File: src/rtl/pbch_re_demapper_if.sv
// Stream interface of the SS/PBCH RE demapper: FFT input beats and the data/DMRS/SSS output streams.
interface pbch_re_demapper_if #(
   parameter int SERIAL_WIDTH = 32
);
   logic [SERIAL_WIDTH-1:0] fft_data;
   logic                    fft_valid;
   logic                    fft_sof;
   logic                    ssb_start;
   logic [1:0]              cell_v;

   logic [SERIAL_WIDTH-1:0] data_out;
   logic                    data_valid;
   logic [8:0]              data_idx;
   logic                    data_grp_last;
   logic [SERIAL_WIDTH-1:0] dmrs_out;
   logic                    dmrs_valid;
   logic [7:0]              dmrs_idx;
   logic [SERIAL_WIDTH-1:0] sss_out;
   logic                    sss_valid;
   logic                    ssb_done;
   logic                    err;

   modport master (
      output fft_data, fft_valid, fft_sof, ssb_start, cell_v,
      input  data_out, data_valid, data_idx, data_grp_last,
             dmrs_out, dmrs_valid, dmrs_idx, sss_out, sss_valid, ssb_done, err
   );

   modport slave (
      input  fft_data, fft_valid, fft_sof, ssb_start, cell_v,
      output data_out, data_valid, data_idx, data_grp_last,
             dmrs_out, dmrs_valid, dmrs_idx, sss_out, sss_valid, ssb_done, err
   );
endinterface

File: src/rtl/pbch_re_demapper.sv
// SS/PBCH post-FFT RE demapper: drops PSS, splits PBCH REs into DMRS and data streams.
// Define PBCH_DEMAP_SSS_EN to forward the SYM2 SSS REs on sss_out/sss_valid.
//
// state | meaning
// IDLE  | waiting for an ssb_start beat
// SYM0  | PSS symbol, every RE discarded
// SYM1  | full PBCH symbol
// SYM2  | PBCH edges, SSS centre, guards discarded
// SYM3  | full PBCH symbol, ends after k = 239
module pbch_re_demapper #(
   parameter int SERIAL_WIDTH = 32
) (
   input  logic              clk_i,
   input  logic              rst_ni,
   pbch_re_demapper_if.slave bus
);
   typedef enum logic [2:0] {IDLE, SYM0, SYM1, SYM2, SYM3} state_t;

   state_t                  state_q, state_d, sym_cur;
   logic [7:0]              k_q, k_d, k_cur;
   logic [1:0]              v_q, v_d;
   logic                    err_q, err_d;
   logic [8:0]              data_cnt_q, data_cnt_d;
   logic [1:0]              grp_q, grp_d;
   logic [7:0]              dmrs_cnt_q, dmrs_cnt_d;
   logic                    done_pend_q;
   logic                    beat, restart, in_sym, k_ok, short_sym, last_k;
   logic                    is_pbch, emit_data, emit_dmrs;
   logic [SERIAL_WIDTH-1:0] data_out_q, dmrs_out_q;
   logic                    data_valid_q, dmrs_valid_q, grp_last_q, ssb_done_q;
   logic [8:0]              data_idx_q;
   logic [7:0]              dmrs_idx_q;

   // k_q holds the index the next non-sof beat will carry
   assign beat      = bus.fft_valid;
   assign restart   = beat & bus.fft_sof & bus.ssb_start;
   assign in_sym    = (state_q != IDLE);
   assign k_cur     = bus.fft_sof ? 8'd0 : k_q;
   assign k_ok      = (k_cur < 8'd240);
   assign short_sym = beat & bus.fft_sof & (k_q < 8'd240) & (state_q inside {SYM1, SYM2, SYM3});
   assign last_k    = beat & ~bus.fft_sof & (state_q == SYM3) & (k_q == 8'd239);

   always_ff @(posedge clk_i or negedge rst_ni) begin
      if (!rst_ni) state_q <= IDLE;
      else         state_q <= state_d;
   end

   always_comb begin
      state_d = state_q;
      if (restart) begin
         state_d = SYM0;
      end else if (beat && in_sym) begin
         if (bus.fft_sof) begin
            case (state_q)
               SYM0:    state_d = SYM1;
               SYM1:    state_d = SYM2;
               SYM2:    state_d = SYM3;
               default: state_d = IDLE;
            endcase
         end else if (last_k) begin
            state_d = IDLE;
         end
      end
   end

   // a sof beat already belongs to the symbol being entered
   assign sym_cur = bus.fft_sof ? state_d : state_q;

   always_comb begin
      is_pbch   = (sym_cur == SYM1) || (sym_cur == SYM3) ||
                  ((sym_cur == SYM2) && ((k_cur < 8'd48) || (k_cur >= 8'd192)));
      emit_dmrs = beat & k_ok & is_pbch & (k_cur[1:0] == v_q);
      emit_data = beat & k_ok & is_pbch & (k_cur[1:0] != v_q);
   end

   always_comb begin
      k_d        = k_q;
      v_d        = v_q;
      err_d      = err_q;
      data_cnt_d = data_cnt_q;
      grp_d      = grp_q;
      dmrs_cnt_d = dmrs_cnt_q;
      if (beat) begin
         if (bus.fft_sof) k_d = 8'd1;
         else if (k_ok)   k_d = k_q + 8'd1;
      end
      if (restart) begin
         v_d        = bus.cell_v;
         err_d      = 1'b0;
         data_cnt_d = '0;
         grp_d      = '0;
         dmrs_cnt_d = '0;
      end else begin
         if ((beat && in_sym && !k_ok) || short_sym) err_d = 1'b1;
         if (emit_data) begin
            data_cnt_d = data_cnt_q + 9'd1;
            grp_d      = (grp_q == 2'd2) ? 2'd0 : grp_q + 2'd1;
         end
         if (emit_dmrs) dmrs_cnt_d = dmrs_cnt_q + 8'd1;
      end
   end

   always_ff @(posedge clk_i or negedge rst_ni) begin
      if (!rst_ni) begin
         k_q          <= '0;
         v_q          <= '0;
         err_q        <= 1'b0;
         data_cnt_q   <= '0;
         grp_q        <= '0;
         dmrs_cnt_q   <= '0;
         done_pend_q  <= 1'b0;
         ssb_done_q   <= 1'b0;
         data_out_q   <= '0;
         data_valid_q <= 1'b0;
         data_idx_q   <= '0;
         grp_last_q   <= 1'b0;
         dmrs_out_q   <= '0;
         dmrs_valid_q <= 1'b0;
         dmrs_idx_q   <= '0;
      end else begin
         k_q          <= k_d;
         v_q          <= v_d;
         err_q        <= err_d;
         data_cnt_q   <= data_cnt_d;
         grp_q        <= grp_d;
         dmrs_cnt_q   <= dmrs_cnt_d;
         done_pend_q  <= last_k;
         ssb_done_q   <= done_pend_q;
         data_valid_q <= emit_data;
         dmrs_valid_q <= emit_dmrs;
         grp_last_q   <= emit_data & (grp_q == 2'd2);
         if (emit_data) begin
            data_out_q <= bus.fft_data;
            data_idx_q <= data_cnt_q;
         end else if (restart) begin
            data_idx_q <= '0;
         end
         if (emit_dmrs) begin
            dmrs_out_q <= bus.fft_data;
            dmrs_idx_q <= dmrs_cnt_q;
         end else if (restart) begin
            dmrs_idx_q <= '0;
         end
      end
   end

`ifdef PBCH_DEMAP_SSS_EN
   logic                    is_sss, emit_sss, sss_valid_q;
   logic [SERIAL_WIDTH-1:0] sss_out_q;

   assign is_sss   = (sym_cur == SYM2) && (k_cur >= 8'd56) && (k_cur <= 8'd182);
   assign emit_sss = beat & k_ok & is_sss;

   always_ff @(posedge clk_i or negedge rst_ni) begin
      if (!rst_ni) begin
         sss_out_q   <= '0;
         sss_valid_q <= 1'b0;
      end else begin
         sss_valid_q <= emit_sss;
         if (emit_sss) sss_out_q <= bus.fft_data;
      end
   end

   assign bus.sss_out   = sss_out_q;
   assign bus.sss_valid = sss_valid_q;
`else
   assign bus.sss_out   = '0;
   assign bus.sss_valid = 1'b0;
`endif

   assign bus.data_out      = data_out_q;
   assign bus.data_valid    = data_valid_q;
   assign bus.data_idx      = data_idx_q;
   assign bus.data_grp_last = grp_last_q;
   assign bus.dmrs_out      = dmrs_out_q;
   assign bus.dmrs_valid    = dmrs_valid_q;
   assign bus.dmrs_idx      = dmrs_idx_q;
   assign bus.ssb_done      = ssb_done_q;
   assign bus.err           = err_q;
endmodule

File: src/flat_wrapper.sv
// flat-port wrapper written by rule: the top's interface ports become plain ports
module pbch_re_demapper_flat 
#(
   parameter int SERIAL_WIDTH = 32
)
  (clk_i, rst_ni, bus_fft_data, bus_fft_valid, bus_fft_sof, bus_ssb_start, bus_cell_v, bus_data_out, bus_data_valid, bus_data_idx, bus_data_grp_last, bus_dmrs_out, bus_dmrs_valid, bus_dmrs_idx, bus_sss_out, bus_sss_valid, bus_ssb_done, bus_err);
  pbch_re_demapper_if #(.SERIAL_WIDTH(SERIAL_WIDTH)) bus_i ();
  input  logic clk_i;
  input  logic rst_ni;
  input wire logic [$bits(bus_i.fft_data)-1:0] bus_fft_data;
  input wire logic [$bits(bus_i.fft_valid)-1:0] bus_fft_valid;
  input wire logic [$bits(bus_i.fft_sof)-1:0] bus_fft_sof;
  input wire logic [$bits(bus_i.ssb_start)-1:0] bus_ssb_start;
  input wire logic [$bits(bus_i.cell_v)-1:0] bus_cell_v;
  output wire logic [$bits(bus_i.data_out)-1:0] bus_data_out;
  output wire logic [$bits(bus_i.data_valid)-1:0] bus_data_valid;
  output wire logic [$bits(bus_i.data_idx)-1:0] bus_data_idx;
  output wire logic [$bits(bus_i.data_grp_last)-1:0] bus_data_grp_last;
  output wire logic [$bits(bus_i.dmrs_out)-1:0] bus_dmrs_out;
  output wire logic [$bits(bus_i.dmrs_valid)-1:0] bus_dmrs_valid;
  output wire logic [$bits(bus_i.dmrs_idx)-1:0] bus_dmrs_idx;
  output wire logic [$bits(bus_i.sss_out)-1:0] bus_sss_out;
  output wire logic [$bits(bus_i.sss_valid)-1:0] bus_sss_valid;
  output wire logic [$bits(bus_i.ssb_done)-1:0] bus_ssb_done;
  output wire logic [$bits(bus_i.err)-1:0] bus_err;
  assign bus_i.fft_data = bus_fft_data;
  assign bus_i.fft_valid = bus_fft_valid;
  assign bus_i.fft_sof = bus_fft_sof;
  assign bus_i.ssb_start = bus_ssb_start;
  assign bus_i.cell_v = bus_cell_v;
  assign bus_data_out = bus_i.data_out;
  assign bus_data_valid = bus_i.data_valid;
  assign bus_data_idx = bus_i.data_idx;
  assign bus_data_grp_last = bus_i.data_grp_last;
  assign bus_dmrs_out = bus_i.dmrs_out;
  assign bus_dmrs_valid = bus_i.dmrs_valid;
  assign bus_dmrs_idx = bus_i.dmrs_idx;
  assign bus_sss_out = bus_i.sss_out;
  assign bus_sss_valid = bus_i.sss_valid;
  assign bus_ssb_done = bus_i.ssb_done;
  assign bus_err = bus_i.err;
  pbch_re_demapper #(.SERIAL_WIDTH(SERIAL_WIDTH)) u_core (.clk_i(clk_i), .rst_ni(rst_ni), .bus(bus_i));
endmodule
File: config.mk
export PLATFORM = sky130hd
export DESIGN_NAME = pbch_re_demapper_flat
export DESIGN_NICKNAME = d
export VERILOG_FILES = /design/src/rtl/pbch_re_demapper_if.sv /design/src/rtl/pbch_re_demapper.sv /design/src/flat_wrapper.sv
export SDC_FILE = /design/constraint.sdc
export NUM_CORES = 1
export LEC_CHECK = 0
export CORE_ASPECT_RATIO = 1.75
export CORE_MARGIN = 2
export CORE_UTILIZATION = 53
export CTS_BUF_LIST = sky130_fd_sc_hd__clkbuf_4
export DETAILED_ROUTE_END_ITERATION = 8
export PLACE_DENSITY_LB_ADDON = 0.1
export SLEW_MARGIN = 10
export SYNTH_ARGS = -nofsm -noshare
export SYNTH_HDL_FRONTEND = slang
export SYNTH_SLANG_ARGS = --single-unit
File: constraint.sdc
create_clock -name clk_i -period 4 [get_ports clk_i]
set_input_delay 0.4 -clock clk_i [delete_from_list [all_inputs] [get_ports clk_i]]
set_output_delay 0.4 -clock clk_i [all_outputs]
set_load 0.05 [all_outputs]
==> impl_metrics.env, run 1 <==
export IMPL_status="complete, no violations"
export IMPL_holdWs_ns=0.358
export IMPL_grt_ovfl_total=0
export IMPL_vdd_ir_drop_max_v=0.000630
export IMPL_clk_pin_slew_ns=0.11
export IMPL_first_pass_iters=4
export IMPL_dp_worst_setup_slack_ns=0.898
export IMPL_rrSetupSlack_ns=1.53
export IMPL_synth_edf_count=0
export IMPL_grt_pass1_vias=3922
export IMPL_timing_rr_start="u_core.k_q[1]$_DFFE_PN0P_"
export IMPL_hold_path_startpoint="u_core.done_pend_q$_DFF_PN0_"
export IMPL_place_area_mm2=0.00644
export IMPL_cp_arrival_ns=2.97
export IMPL_final_net_count=618
export IMPL_drt_iter0_markers=129
export IMPL_synth_top_cells_by_area="dfrtp_1, mux2_2, nand2_1"
export IMPL_finish_instance_area_mm2=0.00674
export IMPL_async_flop_share_pct=100
export IMPL_clock_root_buffer="clkbuf_4"
export IMPL_ant_nets=0
export IMPL_syn_area_mm2=0.00528
export IMPL_finalWirelength_mm=11.1
export IMPL_finalPower_mw=5.25
export IMPL_die_w_um=79.4
export IMPL_rows=48
export IMPL_period_share_pct=64.3
export IMPL_dr_total_vias=3703
export IMPL_fillers=766
export IMPL_dpl_hpwl_mm=7.92
export IMPL_skew_ns=0.0214
export IMPL_clock_fmax_mhz=389
export IMPL_postCtsSetupRepairBufs=0
export IMPL_synth_top_area_cell="dfrtp_1"
export IMPL_cts_tree="built"
export IMPL_crit_start="bus_fft_sof"
export IMPL_min_period_ns=2.57
export IMPL_critical_path_endpoint_type="register"
export IMPL_tns_ns=0
export IMPL_crit_path_start_kind="input pin"
export IMPL_placeableCoreArea_mm2=0.00979
export IMPL_worstPathMaxFanout=46
export IMPL_ys_flop_type="dfrtp_1"
export IMPL_cts_inserted_buffers=17
export IMPL_ys_seq_elements=119
export IMPL_yosys_warnings=0
export IMPL_clk_latency_ns=0.52
export IMPL_p_leak_nw=2.96
export IMPL_antenna_found_initial=1
export IMPL_clock_sinks=119
export IMPL_grt_max_degree=57
export IMPL_critical_path_class="in -> reg"
export IMPL_synthTopCellsByCount="dfrtp_1, nand2_1, mux2_2"
export IMPL_hold_viol=0
export IMPL_grt_usage_pct=22.1
export IMPL_powerDensity_mw_per_mm2=778
export IMPL_drive_gt1_share_pct=15.6
export IMPL_finalWeightedCongestion=0.804
export IMPL_wire_per_inst_um=15.5
export IMPL_yosysTopAreaCellShare_pct=56.5
export IMPL_synthCells=451
export IMPL_h_tree_depth=4
export IMPL_cts_buffer_depth=2
export IMPL_yosysMostFrequentCell="dfrtp_1"
export IMPL_setup_viol=0
export IMPL_route_detailed_drc=0
export IMPL_fp_dieH_um=136
export IMPL_synth_avg_cell_area_um2=11.7
export IMPL_rsz0062_at_grt="false"
export IMPL_slew_violations=0
export IMPL_finalWorstSetupSlack_ns=1.43
export IMPL_initial_core_util_pct=53.9
export IMPL_io_pins=158
export IMPL_grt_pass1_wl_mm=18.2
export IMPL_floorplan_die_area_mm2=0.0108
export IMPL_cap_violations=0
export IMPL_slew_headroom_pct=33.5
export IMPL_numPortBuffers=124
export IMPL_worst_slew_pin_slew_ns=0.996
export IMPL_syn_to_final_growth_pct=27.8
export IMPL_required_ns=4.39
export IMPL_synth_distinct_cells=50
export IMPL_hold_path_class="reg -> reg"
export IMPL_seq_area_frac_synth_pct=56.5
export IMPL_routed_via_density=5.18
sequential cells by signal, indices dropped and copies added (netlist names), 2 cells and up:
signal / flops
u_core.k_q: 8
u_core.bus.dmrs_out: 32
u_core.v_q: 2
u_core.data_cnt_q: 9
u_core.bus.data_out: 32
u_core.dmrs_cnt_q: 8
u_core.grp_q: 2
u_core.bus.data_idx: 9
u_core.bus.dmrs_idx: 8
u_core.state_q: 3
path summary, 6_finish.rpt:
check                                                       to  cells past startpoint
setup reg to reg           u_core.bus.dmrs_out[31]$_DFFE_PN0P_                      6
hold reg to reg                  u_core.bus.ssb_done$_DFF_PN0_                      0
min in group asynchronous     u_core.data_cnt_q[3]$_DFFE_PN0P_                      2
setup / recovery           u_core.bus.dmrs_out[31]$_DFFE_PN0P_                      7
max in group asynchronous   u_core.bus.dmrs_idx[7]$_DFFE_PN0P_                      3
hold / removal                   u_core.bus.ssb_done$_DFF_PN0_                      0
critical path, cell delays in order:
cell             delay (ns)
clkdlybuf4s50_1        0.76
nand2_1                0.19
a22o_1                 0.31
o21ai_4                0.22
nand3_4                0.23
inv_4                  0.43
mux2_2                 0.39
cells in the final DEF, fill, tap and decap left out, drive strengths merged, types with 4 or more instances in the layout:
cell type / Yosys / final
buf: 47 / 4
clkdlybuf4s50: 0 / 123
inv: 7 / 8
mux2i: 6 / 6
xor2: 5 / 5
clkinv: 0 / 9
o21ai: 27 / 27
nand2: 71 / 71
nand4: 11 / 11
mux2: 64 / 64
dfrtp: 119 / 119
clkbuf: 7 / 17
nor2: 23 / 23
a21oi: 9 / 9
nand3: 5 / 5
and3: 4 / 4
nor2b: 4 / 4
xnor2: 5 / 5
conb: 1 / 33
cell families (layout without fill, tap and decap cells):
family	Yosys count	in the layout	synth area share, %
compound gates	54	54	6.50
flops	119	119	56.5
buf+inv	61	167	7.57
simple gates	133	133	12.0
mux	70	70	15.0
xor+xnor	10	10	1.66
fa+ha+maj	3	3	0.712
other cells	1	34	0.0711
what timing repair did:
item | 4_1_cts | 5_1_grt
endpoints found under the setup margin | 0 | 0
resized for setup | 0 | 0
hold buffers | 1 | 0
hold endpoints to repair | 54 | 0
per-layer routing:
layer,track usage [%],up-vias,part of all wire (%)
met1,22.8,1832,37
met4,7.57,0,1.9
met5,0,-,0
met3,9.56,18,7.3
met2,39.6,121,54
li1,-,1732,-
final cells by class:
class | count | area, um2 | share of cell area, %
Tap cell | 125 | 156 | 2.32
Multi-Input combinational cell | 303 | 2020 | 29.9
Timing Repair Buffer | 128 | 1270 | 18.9
Clock buffer | 17 | 128 | 1.89
Clock inverter | 15 | 155 | 2.30
Sequential cell | 119 | 2980 | 44.2
Antenna cell | 1 | 2.50 | 0.0371
Inverter | 7 | 31.3 | 0.464
metrics by stage:
step           utilization, %  cells
2_1_floorplan               -    483
6_report                 68.9    715
3_3_place_gp             65.8    681
3_5_place_dp             65.8    681
4_1_cts                  68.8    714
5_1_grt                  68.9    715
power by group:
group	switching [mW]	leakage [nW]	internal [mW]	total (mW)
sequential	0.242	1.52	1.58	1.82
clock	0.476	0.148	0.372	0.848
combinational	1.68	1.29	0.895	2.58
total	2.40	2.96	2.85	5.25
(Power assumes the default switching activity.)
==> run 2, diff against run 1 <==
CORE_UTILIZATION = 49   (was 53)
clock period = 2.4 ns   (was 4 ns; I/O delays follow)
==> run 2 against run 1 <==
  * Via count rose by 0.86%
  * Hold slack got worse by 0.092 ns
  * Sequential share of layout area fell by 1.2 points
  * Worst setup slack got worse by 1.3 ns
  * Utilization fell by 3.3 points
  * Total power rose by 68%
  * Critical path depth fell by 1
  * Flip-flop and latch count did not move
  * Die area rose by 7.8%
  * Combinational power rose by 69%
  * Design area rose by 2.8%
  * Count of clock-buffer cells in the layout rose by 4
  * Largest cell class unchanged
  * Largest power group unchanged
==> impl_metrics.env, run 2 (synthesized netlist as in run 1, its figures left out) <==
export IMPL_fillers=842
export IMPL_required_ns=2.78
export IMPL_grt_pass1_vias=3952
export IMPL_ant_nets=0
export IMPL_clk_latency_ns=0.52
export IMPL_critical_path_class="reg -> reg"
export IMPL_routed_via_density=5.05
export IMPL_comb_power_share_pct=49.2
export IMPL_drt_iter0_markers=167
export IMPL_dp_worst_setup_slack_ns=-0.0220
export IMPL_wire_per_inst_um=15.6
export IMPL_rsz0062_at_grt="false"
export IMPL_pwr_share_seq_pct=34.2
export IMPL_tns_ns=0
export IMPL_grt_ovfl_total=0
export IMPL_hold_path_class="in -> async"
export IMPL_vdd_ir_drop_max_v=0.000909
export IMPL_final_net_count=638
export IMPL_reg2reg_to="u_core.bus.data_out[24]$_DFFE_PN0P_"
export IMPL_p_leak_nw=3.07
export IMPL_pwr_share_clk_pct=16.6
export IMPL_h_tree_depth=4
export IMPL_cts_buffer_depth=2
export IMPL_p_int_mw=4.91
export IMPL_cp_arrival_ns=2.62
export IMPL_timing_rr_start="u_core.state_q[0]$_DFF_PN0_"
export IMPL_dpl_hpwl_mm=8.43
export IMPL_worstPathMaxFanout=24
export IMPL_route_detailed_drc=0
export IMPL_post_route_util_pct=65.5
export IMPL_final_common_cell="clkdlybuf4s50_1"
export IMPL_cap_violations=0
export IMPL_rrSetupSlack_ns=0.16
export IMPL_cts_inserted_buffers=17
export IMPL_crit_start="u_core.state_q[0]$_DFF_PN0_"
export IMPL_period_share_pct=93.5
export IMPL_finalWeightedCongestion=0.753
export IMPL_p_sw_share_pct=44.4
export IMPL_reg2reg_depth=6
export IMPL_clock_fmax_mhz=446
export IMPL_crit_buf_inv=1
export IMPL_hold_viol=0
export IMPL_fp_dieH_um=141
export IMPL_clock_sinks=119
export IMPL_status="complete, no violations"
export IMPL_crit_cells=6
export IMPL_clock_root_buffer="clkbuf_4"
export IMPL_numPortBuffers=124
export IMPL_dr_total_vias=3735
export IMPL_slew_violations=0
export IMPL_setup_viol=0
export IMPL_grt_pass1_wl_mm=19.0
export IMPL_crit_path_start_kind="register"
export IMPL_drive_gt1_share_pct=18.1
export IMPL_syn_to_final_growth_pct=31.4
export IMPL_floorplan_die_area_mm2=0.0116
export IMPL_slew_headroom_pct=62.3
export IMPL_clk_pin_slew_ns=0.12
export IMPL_io_pins=158
export IMPL_min_period_ns=2.24
export IMPL_worst_slew_pin_slew_ns=0.566
export IMPL_skew_ns=0.0304
export IMPL_path_cells="o311ai_1 > a22o_2 > o21a_4 > nand3_4 > inv_4 > mux2_2"
export IMPL_postCtsSetupRepairBufs=0
export IMPL_finalPower_mw=8.83
export IMPL_powerDensity_mw_per_mm2=1270
export IMPL_holdWs_ns=0.266
export IMPL_finalWirelength_mm=11.6
export IMPL_critical_path_endpoint_type="register"
export IMPL_first_pass_iters=4
export IMPL_finalWorstSetupSlack_ns=0.157
export IMPL_grt_usage_pct=21.6
export IMPL_cp_top_family="compound AO/OA/AOI/OAI gates"
export IMPL_initial_core_util_pct=49.9
export IMPL_grt_max_degree=48
export IMPL_final_cell_mix="clkdlybuf4s50_1, dfrtp_1, nand2_1"
export IMPL_rows=50
export IMPL_worst_path_largest_cell_delay_ns=0.49
export IMPL_antenna_found_initial=1
export IMPL_placeableCoreArea_mm2=0.0106
export IMPL_cpMaxStageDelayCell="dfrtp_1"
export IMPL_cts_tree="built"
export IMPL_p_sw_mw=3.92
export IMPL_die_w_um=82.4
run 2: layout make-up:
type	count	area (um2)	area share (%)
tap	130	163	2.35
sequential	119	2980	43.0
multi-input combinational	303	2020	29.1
clock inverter	11	131	1.90
clock buffer	21	158	2.28
timing repair buffer	148	1450	20.9
antenna	1	2.50	0.0361
inverter	7	31.3	0.451
run 2: power groups by stage:
stage	clock (mW)	combinational, mW	sequential (mW)
after floorplan	0	0.929	5.00
after global placement	0	4.34	3.03
after detailed placement	0	4.37	3.06
after CTS	1.51	4.39	3.03
after global routing	1.60	4.54	3.10
final	1.46	4.35	3.02
run 2: through the flow:
stage,area (um2),std cells
after floorplan,5400,483
after global placement,6630,706
after detailed placement,6630,706
after CTS,6930,739
after global routing,6930,740
final,6930,740
run 2: what timing repair did:
item	CTS	global route
hold buffers	1	0
resized for setup	0	1
setup endpoints to repair	0	1
endpoints found under the hold margin	42	0
run 2: per-layer routing:
metal | track usage (%) | part of all wire [%] | wire (um) | vias to the layer above
met1 | 23.4 | 37 | 4320 | 1815
met3 | 8.33 | 6.5 | 756 | 20
met2 | 37.2 | 54 | 6280 | 114
met5 | 0 | 0 | 0 | -
met4 | 7.81 | 1.8 | 214 | 0
li1 | - | - | - | 1786
run 2: how the worst max path moves through the flow:
| stage | endpoint | slack (ns) |
|---|---|---|
| finish | u_core.bus.data_out[24]$_DFFE_PN0P_ | 0.16 |
| floorplan | u_core.bus.data_out[19]$_DFFE_PN0P_ | 0.50 |
| global route | u_core.data_cnt_q[5]$_DFFE_PN0P_ | 0.009 |
| detailed placement | u_core.bus.data_out[24]$_DFFE_PN0P_ | -0.02 |
| CTS | u_core.bus.data_out[24]$_DFFE_PN0P_ | 0.14 |
| global placement | u_core.data_cnt_q[5]$_DFFE_PN0P_ | 0.03 |
run 2: worst reg2reg max path, cell delays in order, from the launching register on:
cell	delay [ns]
dfrtp_1	0.49
o311ai_1	0.35
a22o_2	0.25
o21a_4	0.18
nand3_4	0.16
inv_4	0.29
mux2_2	0.38
==> run 3, diff against run 2 <==
CORE_MARGIN = 5   (was 2)
==> run 3 against run 2 <==
  * Sequential share of layout area fell by 0.66 points
  * Sequential power barely moved
  * Maximum frequency fell by 0.28%
  * Critical path depth did not move
  * Final cell count fell by 0.14%
  * Non-clock buffer count did not move
  * Register-to-register slack barely moved
  * Global-route usage fell by 2.1 points
  * Wire length rose by 2.7%
  * Highest routed layer unchanged
==> impl_metrics.env, run 3 (synthesized netlist as in run 1, its figures left out) <==
export IMPL_finalWeightedCongestion=0.807
export IMPL_final_cell_mix="clkdlybuf4s50_1, dfrtp_1, nand2_1"
export IMPL_placeableCoreArea_mm2=0.0106
export IMPL_critical_path_endpoint_type="register"
export IMPL_cts_tree="built"
export IMPL_p_leak_nw=3.12
export IMPL_route_detailed_drc=0
export IMPL_cts_inserted_buffers=17
export IMPL_required_ns=2.80
export IMPL_first_pass_iters=4
export IMPL_clock_root_buffer="clkbuf_4"
export IMPL_worstPathMaxFanout=23
export IMPL_io_pins=158
export IMPL_finalWorstSetupSlack_ns=0.150
export IMPL_dp_worst_setup_slack_ns=-0.0285
export IMPL_period_share_pct=93.7
export IMPL_placed_cells=706
export IMPL_clk_pin_slew_ns=0.12
export IMPL_clock_fmax_mhz=445
export IMPL_vdd_ir_drop_max_v=0.000828
export IMPL_worst_slew_pin_slew_ns=0.655
export IMPL_dpl_hpwl_mm=8.64
export IMPL_grt_max_degree=120
export IMPL_slew_violations=0
export IMPL_dr_total_vias=3761
export IMPL_crit_path_start_kind="register"
export IMPL_numPortBuffers=124
export IMPL_antenna_found_initial=0
export IMPL_fillers=864
export IMPL_cp_arrival_ns=2.65
export IMPL_grt_ovfl_total=0
export IMPL_fp_dieH_um=147
export IMPL_grt_usage_pct=19.5
export IMPL_rows=50
export IMPL_syn_to_final_growth_pct=33.4
export IMPL_final_net_count=638
export IMPL_h_tree_depth=4
export IMPL_hold_path_class="in -> reg"
export IMPL_finalWirelength_mm=11.9
export IMPL_critical_path_class="reg -> reg"
export IMPL_cts_buffer_depth=2
export IMPL_clock_sinks=119
export IMPL_routed_via_density=5.09
export IMPL_setup_viol=0
export IMPL_min_period_ns=2.25
export IMPL_initial_core_util_pct=49.6
export IMPL_grt_pass1_vias=3992
export IMPL_hold_viol=0
export IMPL_clk_latency_ns=0.52
export IMPL_drive_gt1_share_pct=18.2
export IMPL_drt_iter0_markers=197
export IMPL_final_common_cell="clkdlybuf4s50_1"
export IMPL_skew_ns=0.0231
export IMPL_slew_headroom_pct=56.3
export IMPL_fin_cells=739
export IMPL_die_w_um=88.4
export IMPL_wire_per_inst_um=16.1
export IMPL_postCtsSetupRepairBufs=0
export IMPL_cap_violations=0
export IMPL_num_antenna_cells=0
export IMPL_floorplan_die_area_mm2=0.0130
export IMPL_powerDensity_mw_per_mm2=1310
export IMPL_status="complete, no violations"
export IMPL_rsz0062_at_grt="false"
export IMPL_ant_nets=0
export IMPL_grt_pass1_wl_mm=19.6
[run 3: cell types whose count changed in the layout (fill, tap and decap cells not counted), sizes merged]
cell,previous run,this run
clkinv,6,5
inv,7,10
clkinvlp,2,1
clkbuf,21,17
bufinv,3,6
diode,1,0
[run 3: timing repair]
| item | 4_1_cts | 5_1_grt |
|---|---|---|
| endpoints found under the setup margin | 0 | 6 |
| resized for setup | 0 | 2 |
| hold buffers | 1 | 0 |
| hold endpoints to repair | 119 | 0 |
[run 3: critical path, cell delays in order (launching register included)]
cell	delay (ns)
dfrtp_2	0.50
o311ai_1	0.34
a22o_2	0.26
o21a_4	0.19
nand3_4	0.16
inv_4	0.29
mux2_2	0.37
[run 3: power breakdown]
part / internal (mW) / switching [mW]
Combinational: 1.54 / 2.85
Clock: 1.04 / 0.789
Sequential: 2.63 / 0.386
Total: 5.21 / 4.02
[run 3: cell type report]
type | count | area, um2 | share of cell area, %
inverter | 7 | 31.3 | 0.444
timing repair buffer | 148 | 1470 | 20.9
clock inverter | 15 | 248 | 3.52
sequential | 119 | 2980 | 42.3
clock buffer | 17 | 128 | 1.81
multi-input combinational | 303 | 2020 | 28.7
tap | 130 | 163 | 2.31
[run 3: path summary, 6_finish.rpt]
| check | startpoint | endpoint | slack (ns) | cells past startpoint |
|---|---|---|---|---|
| worst max-delay path | u_core.state_q[2]$_DFF_PN0_ | u_core.bus.data_out[22]$_DFFE_PN0P_ | 0.15 | 6 |
| worst min-delay path | bus_cell_v[1] | u_core.v_q[1]$_DFFE_PN0P_ | 0.25 | 3 |
| worst max register to register | u_core.state_q[2]$_DFF_PN0_ | u_core.bus.data_out[22]$_DFFE_PN0P_ | 0.15 | 6 |
| worst min register to register | u_core.done_pend_q$_DFF_PN0_ | u_core.bus.ssb_done$_DFF_PN0_ | 0.37 | 0 |
| max in group asynchronous | rst_ni | u_core.state_q[2]$_DFF_PN0_ | 1.54 | 3 |
| min in group asynchronous | rst_ni | u_core.bus.data_idx[4]$_DFFE_PN0P_ | 0.32 | 3 |
[run 3: metrics by stage]
stage	setup TNS, ns	area [um2]	power, mW	hold WS, ns	util (%)
global route	0	7040	9.66	0.212	66.2
CTS	0	7040	9.34	0.206	66.2
detailed placement	-0.136	6650	7.48	0.345	62.5
finish	0	7040	9.23	0.248	66.2
floorplan	0	5400	5.93	-0.0556	-
global placement	0	6650	7.40	0.337	62.5
[run 3: routing by layer]
layer | GRT usage [%] | vias up | wire length [um]
met1 | 20.0 | 1842 | 4200
met3 | 8.42 | 21 | 900
met5 | 0 | - | 0
met4 | 6.51 | 0 | 232
li1 | - | 1778 | -
met2 | 34.6 | 120 | 6550
